`src/rtl/ps2_pkg.sv`:
```
// Shared PS/2 constants and the odd-parity frame check.
package ps2_pkg;

    localparam int         PS2_FRAME_BITS = 11;
    localparam logic [7:0] PS2_BREAK_CODE = 8'hF0;

    // bits = {parity, data[7:0]}; a good frame has an odd number of ones
    function automatic logic odd_parity_ok(input logic [8:0] bits);
        return ^bits;
    endfunction

endpackage

```
`src/rtl/ps2_rx_fifo.sv`:
```
// First-word-fall-through scan-code queue with wrap-bit pointers.
module ps2_rx_fifo #(
    parameter int DEPTH = 8,
    parameter int WIDTH = 8
) (
    input  logic             clk,
    input  logic             rst,
    input  logic             push,
    input  logic             pop,
    input  logic [WIDTH-1:0] wdata,
    output logic [WIDTH-1:0] rdata,
    output logic             full,
    output logic             empty
);

    localparam int AW = $clog2(DEPTH);

    logic [WIDTH-1:0] mem [DEPTH];
    logic [AW:0]      wr_ptr_reg;
    logic [AW:0]      rd_ptr_reg;
    logic             do_push;
    logic             do_pop;

    assign empty   = (wr_ptr_reg == rd_ptr_reg);
    assign full    = (wr_ptr_reg[AW-1:0] == rd_ptr_reg[AW-1:0]) &&
                     (wr_ptr_reg[AW] != rd_ptr_reg[AW]);
    // a pop in the same cycle frees the slot the push needs
    assign do_push = push && (!full || pop);
    assign do_pop  = pop && !empty;
    assign rdata   = empty ? '0 : mem[rd_ptr_reg[AW-1:0]];

    always_ff @(posedge clk) begin
        if (do_push) begin
            mem[wr_ptr_reg[AW-1:0]] <= wdata;
        end
    end

    always_ff @(posedge clk) begin
        if (rst) begin
            wr_ptr_reg <= '0;
            rd_ptr_reg <= '0;
        end else begin
            if (do_push) wr_ptr_reg <= wr_ptr_reg + 1'b1;
            if (do_pop)  rd_ptr_reg <= rd_ptr_reg + 1'b1;
        end
    end

endmodule

```
`src/rtl/ps2_kbd_receiver.sv`:
```
// PS/2 keyboard receiver: synchronises the pins, deframes 11-bit frames,
// validates them and queues scan codes for the host.
module ps2_kbd_receiver
    import ps2_pkg::*;
#(
    parameter int FIFO_DEPTH     = 8,
    parameter int SYNC_STAGES    = 2,
    parameter int TIMEOUT_CYCLES = 50000
) (
    input  logic       clk,
    input  logic       rst,
    input  logic       ps2_clk,
    input  logic       ps2_data,
    input  logic       nextdata_n,
    output logic [7:0] data,
    output logic       ready,
    output logic       overflow
);

    localparam int IDLE_W = $clog2(TIMEOUT_CYCLES + 1);
    localparam logic [3:0] STOP_IDX = 4'(PS2_FRAME_BITS - 1);

    logic [SYNC_STAGES-1:0] clk_sync_reg;
    logic [SYNC_STAGES-1:0] data_sync_reg;
    logic                   prev_clk_reg;
    logic                   fall_reg;
    logic                   sample_reg;
    logic [3:0]             bit_cnt_reg;
    logic [9:0]             shift_reg;
    logic [IDLE_W-1:0]      idle_cnt_reg;
    logic                   overflow_reg;

    logic frame_done;
    logic frame_valid;
    logic fifo_full;
    logic fifo_empty;
    logic pop;
    logic drop;

    genvar gi;
    generate
        for (gi = 0; gi < SYNC_STAGES; gi++) begin : g_sync
            if (gi == 0) begin : g_first
                always_ff @(posedge clk) begin
                    if (rst) begin
                        clk_sync_reg[gi]  <= 1'b1;
                        data_sync_reg[gi] <= 1'b1;
                    end else begin
                        clk_sync_reg[gi]  <= ps2_clk;
                        data_sync_reg[gi] <= ps2_data;
                    end
                end
            end else begin : g_next
                always_ff @(posedge clk) begin
                    if (rst) begin
                        clk_sync_reg[gi]  <= 1'b1;
                        data_sync_reg[gi] <= 1'b1;
                    end else begin
                        clk_sync_reg[gi]  <= clk_sync_reg[gi-1];
                        data_sync_reg[gi] <= data_sync_reg[gi-1];
                    end
                end
            end
        end
    endgenerate

    // data is registered alongside the edge pulse so both line up
    always_ff @(posedge clk) begin
        if (rst) begin
            prev_clk_reg <= 1'b1;
            fall_reg     <= 1'b0;
            sample_reg   <= 1'b1;
        end else begin
            prev_clk_reg <= clk_sync_reg[SYNC_STAGES-1];
            fall_reg     <= prev_clk_reg && !clk_sync_reg[SYNC_STAGES-1];
            sample_reg   <= data_sync_reg[SYNC_STAGES-1];
        end
    end

    assign frame_done  = fall_reg && (bit_cnt_reg == STOP_IDX);
    assign frame_valid = frame_done && !shift_reg[0] && sample_reg &&
                         odd_parity_ok(shift_reg[9:1]);
    assign pop         = !nextdata_n && !fifo_empty;
    assign drop        = frame_valid && fifo_full && !pop;

    always_ff @(posedge clk) begin
        if (rst) begin
            bit_cnt_reg  <= '0;
            shift_reg    <= '0;
            idle_cnt_reg <= '0;
        end else if (fall_reg) begin
            idle_cnt_reg <= '0;
            if (bit_cnt_reg == STOP_IDX) begin
                bit_cnt_reg <= '0;
            end else begin
                bit_cnt_reg <= bit_cnt_reg + 4'd1;
                shift_reg   <= {sample_reg, shift_reg[9:1]};
            end
        end else begin
            if (idle_cnt_reg != IDLE_W'(TIMEOUT_CYCLES)) begin
                idle_cnt_reg <= idle_cnt_reg + 1'b1;
            end else if (bit_cnt_reg != '0) begin
                bit_cnt_reg <= '0;
            end
        end
    end

    // sticky until the consumer pops, regardless of when space frees up
    always_ff @(posedge clk) begin
        if (rst) begin
            overflow_reg <= 1'b0;
        end else if (pop) begin
            overflow_reg <= 1'b0;
        end else if (drop) begin
            overflow_reg <= 1'b1;
        end
    end

    ps2_rx_fifo #(
        .DEPTH (FIFO_DEPTH),
        .WIDTH (8)
    ) u_fifo (
        .clk   (clk),
        .rst   (rst),
        .push  (frame_valid),
        .pop   (pop),
        .wdata (shift_reg[8:1]),
        .rdata (data),
        .full  (fifo_full),
        .empty (fifo_empty)
    );

    assign ready    = !fifo_empty;
    assign overflow = overflow_reg;

endmodule

```
`config.mk`:
```
export PLATFORM = sky130hd
export DESIGN_NAME = ps2_kbd_receiver
export DESIGN_NICKNAME = d
export VERILOG_FILES = /design/src/rtl/ps2_pkg.sv /design/src/rtl/ps2_rx_fifo.sv /design/src/rtl/ps2_kbd_receiver.sv
export SDC_FILE = /design/constraint.sdc
export NUM_CORES = 1
export LEC_CHECK = 0
export CAP_MARGIN = 20
export CORE_ASPECT_RATIO = 1.4
export CORE_MARGIN = 2
export CORE_UTILIZATION = 40
export DETAILED_ROUTE_END_ITERATION = 7
export HOLD_SLACK_MARGIN = 0.02
export PLACE_DENSITY_LB_ADDON = 0.25
export SYNTH_ARGS = -nofsm -noshare
export SYNTH_HDL_FRONTEND = slang
export SYNTH_SLANG_ARGS = --single-unit
```
`constraint.sdc`:
```
create_clock -name clk -period 4.49 [get_ports clk]
set_clock_uncertainty 0.1 [all_clocks]
set_input_delay 1.1225 -clock clk [delete_from_list [all_inputs] [get_ports clk]]
set_output_delay 1.1225 -clock clk [all_outputs]
set_load 0.005 [all_outputs]
```
==> results of run 1 <==
Yosys cell counts (all sizes together):
cell | number | share of area, %
nor4 | 5 | 0.99
nand2b | 3 | 0.40
nor4b | 2 | 0.38
and3 | 4 | 0.54
mux2 | 2 | 0.48
o21a | 1 | 0.16
and2 | 2 | 0.27
mux2i | 9 | 1.9
a41oi | 1 | 0.19
nor3 | 6 | 0.88
or2 | 7 | 0.94
ha | 7 | 1.9
nand4 | 5 | 0.67
nand2 | 33 | 2.7
a22oi | 1 | 0.16
nand3 | 7 | 0.75
o21ba | 1 | 0.21
o211ai | 1 | 0.16
mux4 | 16 | 7.7
o21ai | 4 | 0.43
xnor3 | 1 | 0.51
o41ai | 1 | 0.19
clkbuf | 11 | 0.91
xor2 | 16 | 3.2
and4 | 3 | 0.56
xnor2 | 11 | 2.1
a2111oi | 1 | 0.32
nand3b | 3 | 0.48
o2111a | 1 | 0.24
dfxtp | 49 | 21
or3 | 2 | 0.38
nor3b | 2 | 0.32
a21oi | 18 | 1.9
nor2 | 40 | 3.3
nor2b | 2 | 0.27
nor4bb | 1 | 0.21
buf | 4 | 0.40
edfxtp | 64 | 41
inv | 10 | 0.80
final cells by class:
class	count	area share, %
clock buffers	18	7.67
clock inverters	14	3.38
inverters	10	0.671
multi-input cells	219	29.8
flip-flops and latches	113	51.9
well taps	144	3.22
repair buffers	21	3.44
worst max-delay path: cells and delay by family, from the launching register on:
family	cells	cell delay, ps
flip-flops	1	550
XOR/XNOR	1	210
buffers and inverters	1	480
AND/OR/NAND/NOR	3	930
power by group:
part	internal, µW	total (µW)	switching [µW]
Combinational	11.7	28.0	16.3
Sequential	1090	1090	4.64
Clock	926	1390	465
per-layer routing:
| metal | share of wire, % | vias up |
|---|---|---|
| met4 | 1.8 | 0 |
| met5 | 0 | - |
| met1 | 40 | 1409 |
| met2 | 56 | 33 |
| met3 | 2.7 | 15 |
| li1 | - | 1348 |
metrics by stage:
step / power [µW] / area [µm²]
global placement: 1140 / 4980
floorplan: 1130 / 4670
global route: 2590 / 5600
finish: 2510 / 5600
CTS: 2540 / 5600
detailed placement: 1140 / 4980
cell families after synthesis:
family	after synthesis	share of synthesized area, %
adder cells (fa/ha/maj)	7	1.88
multiplexers	27	10.1
XOR/XNOR	28	5.74
AND/OR/NAND/NOR	127	14.0
buffers and inverters	25	2.12
AO/OA/AOI/OAI	30	3.99
flip-flops	113	62.2
worst paths after layout:
kind,slack (ps),cells after the start,end
hold / removal,310,1,data_sync_reg[1]$_SDFF_PP1_
setup / recovery,700,5,data[1]
hold reg to reg,310,1,data_sync_reg[1]$_SDFF_PP1_
setup reg to reg,1730,5,u_fifo.wr_ptr_reg[3]$_SDFFE_PP0P_
==> flow_summary.json, run 1 <==
{
  "relSlewSlack_pct": 42.9,
  "post_cts_buffers": 0,
  "die_area_um2": 12600,
  "ctsHoldBuffers": 0,
  "peakVddDrop_uv": 251,
  "cts_tree": "built",
  "cts_htree_levels": 4,
  "dr.first_iter.drc_count": 155,
  "ys_ff_latch": 113,
  "min_from": "data_sync_reg[0]$_SDFF_PP1_",
  "syn_area_um2": 4670,
  "vias": 2805,
  "slowest_delay_ps": 650,
  "initial_core_util_pct": 41.2,
  "seqCellArea_um2": 2900,
  "cp-startpoint": "u_fifo.wr_ptr_reg[0]$_SDFFE_PP0P_",
  "grt_pass1_wl_um": 14400,
  "ant_nets": 0,
  "fmax_mhz": 264,
  "grt.busiest_layer": "met2",
  "grt_use_total_pct": 15.5,
  "gr-total-overflow": 0,
  "drive_above_1_share_pct": 17.2,
  "layout_setup_ws_ps": 698,
  "syn_nets": 369,
  "portBuffers": 14,
  "clock-sinks": 113,
  "cp_cell_sequence": "xnor2_1, nand3_1, nor2_1, nor2_1, clkdlybuf4s50_1",
  "firstDrtPassIters": 4,
  "slew_violations": 0,
  "hold_slack_ps": 309,
  "seq_area_frac_synth_pct": 62.2,
  "grt_pass1_vias": 2835,
  "worstSetupStartpointType": "register",
  "p_leak_uw": 0.00189,
  "nets": 394,
  "antenna_cells": 0,
  "cp_max_fo": 12,
  "synth_cells": 357,
  "grt_use_met3_pct": 5.03,
  "fin_crit_ps": 3790,
  "final_common_cell": "edfxtp_1",
  "arrival_ps": 2570,
  "post-route-period-util_pct": 84.5,
  "area_growth_pct": 19.9,
  "rsz0062_at_grt": "false",
  "drc": 0,
  "ys.warnings.count": 0,
  "fp-row-count": 46,
  "global_route.usage.met2_pct": 27.1,
  "place_hpwl_um": 5780,
  "die_w_um": 95.3,
  "fill_cells": 987,
  "finalHoldViolCount": 0,
  "multi_input_area_um2": 1670,
  "die_y_um": 132,
  "clk_pin_slew_ps": 50,
  "clock_latency_ps": 410,
  "power_density_nw_per_um2": 449,
  "outcome": "finished, final reports clean",
  "crit_slowest_cell": "nor2_1",
  "worstSetupEndpointType": "primary output",
  "grt_max_degree": 20,
  "largest_reg_flops": 64,
  "vias_per_cell": 5.20,
  "drt-total-wl_um": 8700,
  "ioPinCount": 15,
  "r2r-start": "shift_reg[3]$_SDFFE_PP0P_",
  "setup-violations-final": 0,
  "dp_slack_ps": 1130,
  "placed_cells": 507,
  "tns_ps": 0,
  "hp-class": "register to register",
  "yosysUniqueCellTypes": 47,
  "use_met1_pct": 16.9,
  "coreArea_um2": 11300,
  "criticalPathCategory": "register to primary output",
  "ctsResizeCount": 0,
  "fin_cells": 539,
  "cpMostUsedCell": "nor2_1",
  "syn_avg_cell_area_um2": 13.1,
  "cts_max_path_buffers": 2,
  "worstMarginPinSlew_ps": 849,
  "postLayoutCoreUtil_pct": 49.4,
  "wl_per_cell_um": 16.1,
  "layout_common_cells": "edfxtp_1, dfxtp_1, nor2_1",
  "drv_cap": 0,
  "cts_root_buffer": "clkbuf_16",
  "place_congestion": 0.735,
  "critPathRequiredTime_ps": 3270,
  "antenna_found_initial": 0,
  "numCtsBuffers": 17
}
No activity file was read; power rests on OpenSTA's default activity.
==> inputs of run 2 (changes only) <==
- clock period: 4.49 -> 3.85 ns (I/O delays scaled with it)
==> run 2 against run 1 <==
  * Largest power group unchanged
  * Worst hold slack worse by 7.0 ps
  * Via count is 1.3% lower
  * Critical path depth stayed put
  * Wire length is 0.69% lower
  * Utilization is 0.25 points higher
==> flow_summary.json, run 2 (same netlist as run 1, synthesis figures left out) <==
{
  "outcome": "finished, final reports clean",
  "rsz0062_at_grt": "false",
  "numCtsBuffers": 17,
  "clkPwrFrac_pct": 55.3,
  "largest_reg_flops": 64,
  "drv_cap": 0,
  "hp-class": "register to register",
  "post-route-period-util_pct": 92.9,
  "final_common_cell": "edfxtp_1",
  "grt_max_degree": 17,
  "fin_area_um2": 5630,
  "drc": 0,
  "die_y_um": 132,
  "grt_pass1_vias": 2798,
  "cp_max_fo": 12,
  "sw_frac_of_total_pct": 19.2,
  "hold_depth": 1,
  "die_area_um2": 12600,
  "die_w_um": 95.3,
  "worstSetupStartpointType": "register",
  "grt_use_met3_pct": 4.75,
  "slew_violations": 0,
  "power_switching_uw": 561,
  "ioPinCount": 15,
  "relSlewSlack_pct": 49.9,
  "arrival_ps": 2520,
  "worstSetupEndpointType": "primary output",
  "gr-total-overflow": 0,
  "fp-row-count": 46,
  "postLayoutCoreUtil_pct": 49.6,
  "critPathRequiredTime_ps": 2790,
  "place_hpwl_um": 5740,
  "setup-violations-final": 0,
  "ctsResizeCount": 0,
  "global_route.usage.met2_pct": 26.1,
  "wl_per_cell_um": 15.9,
  "comb_power_share_pct": 1.1,
  "cts_root_buffer": "clkbuf_16",
  "reg2reg_depth": 5,
  "nets": 398,
  "cts_tree": "built",
  "vias_per_cell": 5.10,
  "grt_use_total_pct": 15.0,
  "ctsHoldBuffers": 0,
  "area_growth_pct": 20.5,
  "dp_slack_ps": 727,
  "p_leak_uw": 0.00190,
  "finalHoldViolCount": 0,
  "cts_max_path_buffers": 2,
  "peakVddDrop_uv": 326,
  "grt.busiest_layer": "met2",
  "antenna_cells": 0,
  "seqCellArea_um2": 2900,
  "worstMarginPinSlew_ps": 749,
  "post_cts_buffers": 0,
  "clk_pin_slew_ps": 50,
  "initial_core_util_pct": 41.2,
  "coreArea_um2": 11300,
  "layout_common_cells": "edfxtp_1, dfxtp_1, nor2_1",
  "tns_ps": 0,
  "vias": 2769,
  "fill_cells": 995,
  "fin_crit_ps": 3580,
  "hold_slack_ps": 302,
  "clock-sinks": 113,
  "power.internal_uw": 2360,
  "multi_input_area_um2": 1670,
  "dr.first_iter.drc_count": 128,
  "grt_pass1_wl_um": 13900,
  "power.share.sequential_pct": 43.6,
  "portBuffers": 14,
  "ant_nets": 0,
  "fmax_mhz": 279,
  "firstDrtPassIters": 4,
  "cts_htree_levels": 4,
  "layout_setup_ws_ps": 272,
  "place_congestion": 0.762,
  "antenna_found_initial": 0,
  "placed_area_um2": 5010,
  "use_met1_pct": 16.2,
  "criticalPathCategory": "register to primary output",
  "drive_above_1_share_pct": 18.0,
  "drt-total-wl_um": 8640,
  "power_density_nw_per_um2": 520,
  "clock_latency_ps": 410
}
-- run 2: cell type report --
class / count / area share, %
inverter: 10 / 0.667
tap: 144 / 3.20
timing repair buffer: 25 / 3.96
multi-input combinational: 219 / 29.6
clock inverter: 14 / 3.34
sequential: 113 / 51.6
clock buffer: 18 / 7.63
-- run 2: final timing paths --
path                                                         from                         end  slack [ps]
worst max-delay path            u_fifo.wr_ptr_reg[0]$_SDFFE_PP0P_                     data[4]         270
worst min-delay path                  data_sync_reg[1]$_SDFF_PP1_       sample_reg$_SDFF_PP1_         300
worst max register to register          shift_reg[3]$_SDFFE_PP0P_  u_fifo.mem[1][1]$_DFFE_PP_        1090
worst min register to register        data_sync_reg[1]$_SDFF_PP1_       sample_reg$_SDFF_PP1_         300
-- run 2: power groups by stage --
stage	Sequential, µW	Combinational, µW	Clock, µW
after floorplan	1300	22.3	0
after global placement	1300	32.6	0
after detailed placement	1300	33.2	0
after CTS	1270	34.1	1640
after global routing	1270	38.0	1700
final	1270	33.1	1620
-- run 2: critical path: stages, from the launching register on --
cell and delay [ps]:
dfxtp_1 520, xnor2_1 210, nand3_1 170, nor2_1 620, nor2_1 120, clkdlybuf4s50_1 470
-- run 2: per-layer routing --
| metal | vias up | wire, µm |
|---|---|---|
| met4 | 0 | 173 |
| li1 | 1354 | - |
| met5 | - | 0 |
| met1 | 1361 | 3520 |
| met3 | 21 | 258 |
| met2 | 33 | 4690 |
-- run 2: per-stage QoR --
step / total power, µW / std cells
2_1_floorplan: 1320 / 357
3_3_place_gp: 1330 / 511
3_5_place_dp: 1330 / 511
4_1_cts: 2950 / 543
5_1_grt: 3010 / 543
6_report: 2920 / 543
==> inputs of run 3 (changes only) <==
- HOLD_SLACK_MARGIN: 0.02 -> 0.03
==> results of run 3 <==
Final layout, timing and power as in run 2 (identical DEF).
